$ cat src/rtl/dfr_axi_pkg.sv
// rtl/dfr_axi_pkg.sv - shared types and response codes for the DFR AXI4-Lite command master
package dfr_axi_pkg;

  typedef enum logic [2:0] {
    IDLE    = 3'd0,
    WR_AW_W = 3'd1,
    WR_B    = 3'd2,
    RD_AR   = 3'd3,
    RD_R    = 3'd4,
    RSP     = 3'd5
  } axi_master_state_t;

  localparam logic [1:0] AXI_RESP_OKAY   = 2'b00;
  localparam logic [1:0] AXI_RESP_EXOKAY = 2'b01;
  localparam logic [1:0] AXI_RESP_SLVERR = 2'b10;
  localparam logic [1:0] AXI_RESP_DECERR = 2'b11;

endpackage

$ cat src/rtl/counter.sv
// rtl/counter.sv - free-running up counter with synchronous clear and enable
module counter #(
  parameter int WIDTH = 8
) (
  input  logic             clk,
  input  logic             rst_n,
  input  logic             clr,
  input  logic             en,
  output logic [WIDTH-1:0] count
);

  always_ff @(posedge clk or negedge rst_n) begin
    if (!rst_n) begin
      count <= '0;
    end else if (clr) begin
      count <= '0;
    end else if (en) begin
      count <= count + 1'b1;
    end
  end

endmodule

$ cat src/rtl/axi_lite_cmd_master.sv
// rtl/axi_lite_cmd_master.sv - single-outstanding AXI4-Lite master driven by a read/write command port
module axi_lite_cmd_master
  import dfr_axi_pkg::*;
#(
  parameter int C_M_AXI_ADDR_WIDTH = 16,
  parameter int C_M_AXI_DATA_WIDTH = 32,
  parameter int TIMEOUT_CYCLES     = 1024
) (
  input  logic                            S_AXI_ACLK,
  input  logic                            S_AXI_ARESETN,

  input  logic                            cmd_valid,
  output logic                            cmd_ready,
  input  logic                            cmd_write,
  input  logic [C_M_AXI_ADDR_WIDTH-1:0]   cmd_addr,
  input  logic [C_M_AXI_DATA_WIDTH-1:0]   cmd_wdata,
  input  logic [C_M_AXI_DATA_WIDTH/8-1:0] cmd_wstrb,

  output logic                            rsp_valid,
  input  logic                            rsp_ready,
  output logic [C_M_AXI_DATA_WIDTH-1:0]   rsp_rdata,
  output logic [1:0]                      rsp_resp,

  output logic                            busy,
  output logic                            timeout_err,

  output logic [C_M_AXI_ADDR_WIDTH-1:0]   M_AXI_AWADDR,
  output logic                            M_AXI_AWVALID,
  input  logic                            M_AXI_AWREADY,
  output logic [C_M_AXI_DATA_WIDTH-1:0]   M_AXI_WDATA,
  output logic [C_M_AXI_DATA_WIDTH/8-1:0] M_AXI_WSTRB,
  output logic                            M_AXI_WVALID,
  input  logic                            M_AXI_WREADY,
  input  logic [1:0]                      M_AXI_BRESP,
  input  logic                            M_AXI_BVALID,
  output logic                            M_AXI_BREADY,
  output logic [C_M_AXI_ADDR_WIDTH-1:0]   M_AXI_ARADDR,
  output logic                            M_AXI_ARVALID,
  input  logic                            M_AXI_ARREADY,
  input  logic [C_M_AXI_DATA_WIDTH-1:0]   M_AXI_RDATA,
  input  logic [1:0]                      M_AXI_RRESP,
  input  logic                            M_AXI_RVALID,
  output logic                            M_AXI_RREADY
);

  localparam int CW = $clog2(TIMEOUT_CYCLES);

  axi_master_state_t state, state_n;

  logic                            accept;
  logic                            aw_left;
  logic                            w_left;
  logic                            waiting;
  logic                            expiry;
  logic [CW-1:0]                   wait_count;
  logic [C_M_AXI_ADDR_WIDTH-1:0]   addr_q;
  logic [C_M_AXI_DATA_WIDTH-1:0]   wdata_q;
  logic [C_M_AXI_DATA_WIDTH/8-1:0] wstrb_q;

  // A channel is still owed a handshake while its VALID is up and READY is not.
  assign aw_left = M_AXI_AWVALID & ~M_AXI_AWREADY;
  assign w_left  = M_AXI_WVALID  & ~M_AXI_WREADY;

  always_comb begin
    state_n = state;
    accept  = 1'b0;
    case (state)
      IDLE: begin
        if (cmd_ready && cmd_valid) begin
          accept  = 1'b1;
          state_n = cmd_write ? WR_AW_W : RD_AR;
        end
      end
      WR_AW_W: if (!aw_left && !w_left) state_n = WR_B;
      WR_B:    if (M_AXI_BVALID)        state_n = RSP;
      RD_AR:   if (M_AXI_ARREADY)       state_n = RD_R;
      RD_R:    if (M_AXI_RVALID)        state_n = RSP;
      RSP:     if (rsp_ready)           state_n = IDLE;
      default: state_n = IDLE;
    endcase
  end

  // Handshake outputs are registered decodes of the next state, never
  // combinational paths from the slave's VALID/READY inputs.
  always_ff @(posedge S_AXI_ACLK or negedge S_AXI_ARESETN) begin
    if (!S_AXI_ARESETN) begin
      state         <= IDLE;
      cmd_ready     <= 1'b0;
      M_AXI_AWVALID <= 1'b0;
      M_AXI_WVALID  <= 1'b0;
      M_AXI_BREADY  <= 1'b0;
      M_AXI_ARVALID <= 1'b0;
      M_AXI_RREADY  <= 1'b0;
      rsp_valid     <= 1'b0;
      rsp_rdata     <= '0;
      rsp_resp      <= AXI_RESP_OKAY;
      addr_q        <= '0;
      wdata_q       <= '0;
      wstrb_q       <= '0;
    end else begin
      state         <= state_n;
      cmd_ready     <= (state_n == IDLE);
      M_AXI_AWVALID <= (accept & cmd_write) | ((state == WR_AW_W) & aw_left);
      M_AXI_WVALID  <= (accept & cmd_write) | ((state == WR_AW_W) & w_left);
      M_AXI_BREADY  <= (state_n == WR_B);
      M_AXI_ARVALID <= (state_n == RD_AR);
      M_AXI_RREADY  <= (state_n == RD_R);
      rsp_valid     <= (state_n == RSP);
      if (accept) begin
        addr_q  <= cmd_addr;
        wdata_q <= cmd_wdata;
        wstrb_q <= cmd_wstrb;
      end
      if (state == WR_B && M_AXI_BVALID) begin
        rsp_rdata <= '0;
        rsp_resp  <= M_AXI_BRESP;
      end
      if (state == RD_R && M_AXI_RVALID) begin
        rsp_rdata <= M_AXI_RDATA;
        rsp_resp  <= M_AXI_RRESP;
      end
    end
  end

  assign M_AXI_AWADDR = addr_q;
  assign M_AXI_ARADDR = addr_q;
  assign M_AXI_WDATA  = wdata_q;
  assign M_AXI_WSTRB  = wstrb_q;
  assign busy         = (state != IDLE);

  // Expiry only reports a stall; the transaction keeps waiting on the slave.
  assign waiting     = (state == WR_AW_W) || (state == WR_B) || (state == RD_AR) || (state == RD_R);
  assign expiry      = waiting && (wait_count == CW'(TIMEOUT_CYCLES - 1));
  assign timeout_err = expiry;

  counter #(
    .WIDTH (CW)
  ) u_wait_counter (
    .clk   (S_AXI_ACLK),
    .rst_n (S_AXI_ARESETN),
    .clr   ((state_n != state) || expiry),
    .en    (waiting),
    .count (wait_count)
  );

endmodule
$ cat config.mk
export PLATFORM = sky130hd
export DESIGN_NAME = axi_lite_cmd_master
export DESIGN_NICKNAME = d
export VERILOG_FILES = /design/src/rtl/dfr_axi_pkg.sv /design/src/rtl/counter.sv /design/src/rtl/axi_lite_cmd_master.sv
export SDC_FILE = /design/constraint.sdc
export NUM_CORES = 1
export LEC_CHECK = 0
export BUFFER_PORTS_ARGS = -buffer_cell sky130_fd_sc_hd__buf_2
export CORE_ASPECT_RATIO = 1.75
export CORE_UTILIZATION = 49
export DETAILED_ROUTE_END_ITERATION = 7
export PLACE_DENSITY = 0.85
export SLEW_MARGIN = 20
export SYNTH_ARGS = -nofsm -noshare
export SYNTH_HDL_FRONTEND = slang
export SYNTH_SLANG_ARGS = --single-unit
$ cat constraint.sdc
create_clock -name S_AXI_ACLK -period 4.73 [get_ports S_AXI_ACLK]
set_input_delay 0.946 -clock S_AXI_ACLK [delete_from_list [all_inputs] [get_ports S_AXI_ACLK]]
set_output_delay 0.946 -clock S_AXI_ACLK [all_outputs]
set_load 0.02 [all_outputs]
==> results.cfg, run 1 <==
[sta]
max_freq_mhz = 350
fin_skew_ns = 0.00789
slew_violations = 0
timing.slew.headroom_pct = 41.9
finalSetupViolCount = 0
finalHoldWorstSlack_ns = 0.497
max_slew.worst_pin.slew_ns = 0.871
setup_ws_ns = 1.88
fin_setup_tns_ns = 0
layout_min_cycle_time_ns = 2.85
hold_viol_final = 0
period_share_pct = 60.3
rsz0062_at_grt = false

[clocking]
cts_setup_buffers = 0
cts_tree = done
cts_buffers = 9
cts_buffer_depth = 2
cts_resized = 0
h-tree-depth = 3
clock_tree.root_cell = clkbuf_16
cts_sinks = 106
insertion_delay_ns = 0.33
hold_buffers = 0
clk_pin_slew_worst_paths_ns = 0.07

[floorplan]
fp-row-count = 45
die_h_um = 127
ios = 209
start_util_pct = 50.5
die_area_um2 = 9270
core_um2 = 8610
die_w_um = 73.2

[routing]
drtIter0Drc = 102
dr_total_vias = 3076
dr.pass1.iters = 4
drc = 0
ant_nets = 0
wire_per_inst_um = 14.8
finalWirelength_um = 9150
viasPerCell = 4.99

[layout]
drive_above_1_share_pct = 59.0
final_area_um2 = 5630
syn_to_final_growth_pct = 29.5
diodes = 0
nets = 595
n_fill_cell = 682
final_cells = 617
fin_util_pct = 65.4

[critical_path]
crit_path_cell_trace = o21ai_0 -> and3_1 -> and4_4 -> buf_2
worstPathMaxFanout = 10
crit_buf_inv = 1
cp_data_required_time_ns = 3.78
critPathArrivalTime_ns = 1.91
critPathMaxStageDelay_ns = 0.54
cp-end-kind = primary output
cp-start-kind = register
crit_path_top_delay_cell = dfrtp_1
crit_family = simple AND/OR/NAND/NOR gates
setup.worst_path.class = reg2out

[outcome]
status = completed

[place]
hpwl_um = 7060
dp.cells = 602
port_buffers = 208
pre_cts_ws_ns = 1.97
gp_congestion = 0.797
placed_area_um2 = 5350

[yosys]
syn_avg_cell_area_um2 = 14.1
yosysMostFrequentCell = dfrtp_1
syn-num-nets = 407
synth_area_leaders = dfrtp_1, mux2_2, a22o_1
synth_warnings = 0
synthCells = 308
ys_top_cells_by_count = dfrtp_1, mux2_2, a22o_1
synth_cell_type_count = 35
synth_top_area_share_pct = 61.0
synth_edf_count = 0
yosys.area.top_type = dfrtp_1
synth_flop_cell = dfrtp_1
synth_area_um2 = 4350
synth_seq_cells = 106
synth-seq-area-share_pct = 61.0
async_flop_share_pct = 100

[power_and_ir_drop]
ir_drop_v = 0.000410
power_density_nw_per_um2 = 723
power_leakage_nw = 2.89
total_power_mw = 4.07

[global_route]
antenna_found_initial = 0
grt-ovfl-total = 0
grt_pass1_wl_um = 14600
grtUsageTotal_pct = 20.5
grt_pass1_vias = 3154
grt_max_degree = 74

[flow_run]
maxCapViolCount = 0

[min_path]
hp-class = reg2reg
==> kinds of logic (layout without fill, tap and decap cells) <==
group                    Yosys count  after routing  share of synthesized area, %
adder cells (fa/ha/maj)            1              1                         0.288
flip-flops                       106            106                          61.0
AO/OA/AOI/OAI                     47             47                          8.83
buffers and inverters             35            227                          5.26
AND/OR/NAND/NOR                   54             54                          8.37
multiplexers                      56             56                          14.4
XOR/XNOR                           9              9                          1.81
==> layout by cell type (no fill, tap or decap), types with 2 or more instances in the layout <==
cell | netlist | layout
a22o_1 | 33 | 33
and2_1 | 3 | 3
and3_1 | 5 | 4
and4_1 | 3 | 3
buf_2 | 12 | 207
buf_4 | 18 | 3
clkbuf_16 | 0 | 9
dfrtp_1 | 106 | 106
inv_1 | 2 | 2
mux2_2 | 54 | 54
mux2i_1 | 2 | 2
nand2_1 | 9 | 9
nand3_1 | 4 | 4
nand4_1 | 4 | 4
nor2_2 | 9 | 9
nor2b_1 | 7 | 7
nor3b_1 | 2 | 2
o21ai_0 | 9 | 9
xnor2_1 | 2 | 2
xor2_1 | 7 | 7
==> power by group <==
group	switching [mW]	internal, mW
clock network	0.318	0.375
registers	0.255	1.29
logic	1.08	0.749
total	1.65	2.42
==> sequential cells by signal, indices dropped and copies added (netlist names) <==
register / count
rsp_valid: 1
state: 3
rsp_rdata: 32
M_AXI_ARVALID: 1
M_AXI_AWVALID: 1
M_AXI_BREADY: 1
cmd_ready: 1
M_AXI_WSTRB: 4
M_AXI_WDATA: 32
M_AXI_WVALID: 1
M_AXI_ARADDR: 16
u_wait_counter.count: 10
M_AXI_RREADY: 1
rsp_resp: 2
==> worst paths after layout <==
check,depth (start not counted),from,slack [ns],to
min reg2reg,1,rsp_rdata[2],0.50,rsp_rdata[2]
max reg2reg,5,state[1],2.40,u_wait_counter.count[5]
min,1,rsp_rdata[2],0.50,rsp_rdata[2]
max in group asynchronous,2,S_AXI_ARESETN,3.03,M_AXI_WSTRB[3]
max,4,state[1],1.88,timeout_err
min in group asynchronous,1,S_AXI_ARESETN,0.71,M_AXI_ARADDR[8]
==> area by class of cell <==
type	instances	area, um2	area share, %
Tap cell	117	146	2.60
Clock inverter	4	36.3	0.644
Inverter	2	7.51	0.133
Clock buffer	11	243	4.31
Sequential cell	106	2650	47.1
Timing Repair Buffer	210	1060	18.8
Multi-Input combinational cell	167	1490	26.4
==> routing by layer <==
metal / up-vias / track usage (%) / wire, um
met5: - / 0 / 0
met3: 14 / 3.89 / 536
met2: 129 / 36.5 / 5010
met1: 1474 / 23.7 / 3430
met4: 0 / 8.07 / 167
li1: 1459 / - / -
Note: power is estimated with default switching activity, not from simulation.
==> run 2: changes to the inputs <==
--- a/config.mk
+++ b/config.mk
@@ -5,11 +5,12 @@
 export SDC_FILE = /design/constraint.sdc
 export NUM_CORES = 1
 export LEC_CHECK = 0
+export ABC_AREA = 1
 export BUFFER_PORTS_ARGS = -buffer_cell sky130_fd_sc_hd__buf_2
 export CORE_ASPECT_RATIO = 1.75
-export CORE_UTILIZATION = 49
+export CORE_UTILIZATION = 42
 export DETAILED_ROUTE_END_ITERATION = 7
-export PLACE_DENSITY = 0.85
+export PLACE_DENSITY = 0.77
 export SLEW_MARGIN = 20
 export SYNTH_ARGS = -nofsm -noshare
 export SYNTH_HDL_FRONTEND = slang
==> constraint.sdc (replaced) <==
create_clock -name S_AXI_ACLK -period 2.6 [get_ports S_AXI_ACLK]
set_input_delay 0.52 -clock S_AXI_ACLK [delete_from_list [all_inputs] [get_ports S_AXI_ACLK]]
set_output_delay 0.52 -clock S_AXI_ACLK [all_outputs]
set_load 0.02 [all_outputs]
==> results.cfg, run 2 <==
[critical_path]
cp_data_required_time_ns = 2.08
rrSetupSlack_ns = 0.46
cp-end-kind = primary output
critPathArrivalTime_ns = 1.82
worstSetupStartpoint = state[0]
ff2ff_path_depth = 5
cp-start-kind = register
cp-endpoint = timeout_err
worstPathMaxFanout = 13
critPathMaxStageDelay_ns = 0.47
r2r_start = state[1]
crit_path_cell_trace = nor2_4 -> nand2_1 -> nand2_2 -> nand3_1 -> nor2_1 -> buf_2
crit_path_top_delay_cell = dfrtp_1
setup.worst_path.class = reg2out
r2r_end = rsp_resp[0]

[floorplan]
fp-row-count = 49
core_um2 = 10300
die_h_um = 138
ios = 209
die_w_um = 80.0
start_util_pct = 43.4
die_area_um2 = 11100

[yosys]
synth_top_area_share_pct = 59.3
syn_avg_cell_area_um2 = 12.5
yosysMostFrequentCell = dfrtp_1
synthCells = 358
synth_cell_type_count = 28
synth_flop_cell = dfrtp_1
syn-num-nets = 457
synth_area_um2 = 4470
async_flop_share_pct = 100
synth_seq_cells = 106
synth_warnings = 0
yosys.area.top_type = dfrtp_1
synth_area_leaders = dfrtp_1, mux2_2, a22o_1
synth-seq-area-share_pct = 59.3
synth_edf_count = 0
ys_top_cells_by_count = dfrtp_1, mux2_2, nand2_1

[place]
hpwl_um = 8290
port_buffers = 208
gp_congestion = 0.816
dp.cells = 668

[sta]
max_freq_mhz = 427
layout_min_cycle_time_ns = 2.34
finalSetupViolCount = 0
timing.slew.headroom_pct = 39.3
fin_setup_tns_ns = 0
fin_skew_ns = 0.0112
rsz0062_at_grt = false
max_slew.worst_pin.slew_ns = 0.905
slew_violations = 0
period_share_pct = 90.0
hold_viol_final = 0

[layout]
diodes = 0
syn_to_final_growth_pct = 30.4
final_cells = 685
fin_util_pct = 56.6
n_fill_cell = 892
mostFrequentLayoutCells = buf_2, dfrtp_1, mux2_2
nets = 652
mostFrequentLayoutCell = buf_2
drive_above_1_share_pct = 55.4

[global_route]
grt_pass1_vias = 3417
antenna_found_initial = 0
grt_max_degree = 65
grt_pass1_wl_um = 16600
grtUsageTotal_pct = 19.9
grt-ovfl-total = 0

[clocking]
h-tree-depth = 3
cts_tree = done
clk_pin_slew_worst_paths_ns = 0.07
insertion_delay_ns = 0.34
cts_buffer_depth = 2
cts_buffers = 9
clock_tree.root_cell = clkbuf_16
cts_sinks = 106

[routing]
dr.pass1.iters = 4
ant_nets = 0
drc = 0
wire_per_inst_um = 15.8
dr_total_vias = 3401
finalWirelength_um = 10800
drtIter0Drc = 95
viasPerCell = 4.96

[power_and_ir_drop]
total_power_mw = 7.82
seqPwrFrac_pct = 36.2
p_comb_share_pct = 46.9
power_density_nw_per_um2 = 1340
sw_frac_of_total_pct = 42.5
ir_drop_v = 0.000726
internal_power_mw = 4.49
power_leakage_nw = 3.10
pwr-share-clk_pct = 16.9
p_sw_mw = 3.32

[outcome]
status = completed

[flow_run]
maxCapViolCount = 0

[min_path]
hp-class = in2reg
[run 2: cell count changes after synthesis, moves of 4 or more]
cell,change
nor2b_1,-7
nor2_1,+19
nand2_4,+4
nand3_2,+4
nor3_2,+10
inv_2,+4
and3_1,-5
nand2_1,+29
nand3_1,+6
nor2_2,-8
inv_1,+18
[run 2: final cells by class]
class	count	area (um2)	area share, %
flip-flops and latches	106	2650	45.5
multi-input cells	198	1530	26.2
clock buffers	11	253	4.33
inverters	25	93.8	1.61
repair buffers	213	1100	18.8
clock inverters	5	46.3	0.794
well taps	127	159	2.73
[run 2: cells by family after synthesis]
logic type               count (synthesis)  share of synthesized area (%)
AND/OR/NAND/NOR                         95                           11.8
multiplexers                            52                           13.1
flip-flops                             106                           59.3
AO/OA/AOI/OAI                           43                           7.64
adder cells (fa/ha/maj)                  1                          0.280
XOR/XNOR                                 7                           1.37
buffers and inverters                   54                           6.44
[run 2: what timing repair did]
action,CTS,global route
setup buffers,0,0
resized for setup,0,0
hold endpoints to repair,4,0
hold buffers,1,0
[run 2: worst max-delay path: cells and delay by family, from the launching register on]
family        cells  cell delay [ns]
flops             1             0.47
simple gates      5             0.84
buf+inv           1             0.17
[run 2: worst min-delay path by stage]
stage | cells after the start | slack (ns) | endpoint | from
detailed placement | 1 | 0.37 | rsp_rdata[27] | S_AXI_ARESETN
finish | 2 | 0.40 | rsp_rdata[12] | M_AXI_RDATA[12]
floorplan | 0 | 0.22 | M_AXI_ARADDR[0] | S_AXI_ARESETN
CTS | 2 | 0.39 | rsp_rdata[12] | M_AXI_RDATA[12]
global route | 2 | 0.39 | rsp_rdata[12] | M_AXI_RDATA[12]
global placement | 1 | 0.36 | rsp_rdata[24] | S_AXI_ARESETN
[run 2: power by group through the flow]
stage / registers (mW) / clock network [mW] / logic (mW)
2_1_floorplan: 3.68 / 0 / 1.76
3_3_place_gp: 2.82 / 0 / 3.61
3_5_place_dp: 2.85 / 0 / 3.70
4_1_cts: 2.83 / 1.35 / 3.71
5_1_grt: 2.90 / 1.41 / 3.92
6_report: 2.83 / 1.32 / 3.67
[run 2: per-layer routing]
layer	track usage (%)	vias to the layer above	wire (um)
met4	10.8	0	349
met1	21.5	1671	4010
met5	0	-	0
met2	35.8	119	6000
li1	-	1588	-
met3	3.37	23	466
[run 2: stage by stage]
stage	area, um2	hold slack (ns)	worst slack, ns
2_1_floorplan	4470	0.224	0.849
6_report	5830	0.403	0.259
4_1_cts	5830	0.387	0.228
3_3_place_gp	5520	0.364	0.530
5_1_grt	5830	0.390	0.103
3_5_place_dp	5520	0.368	0.455
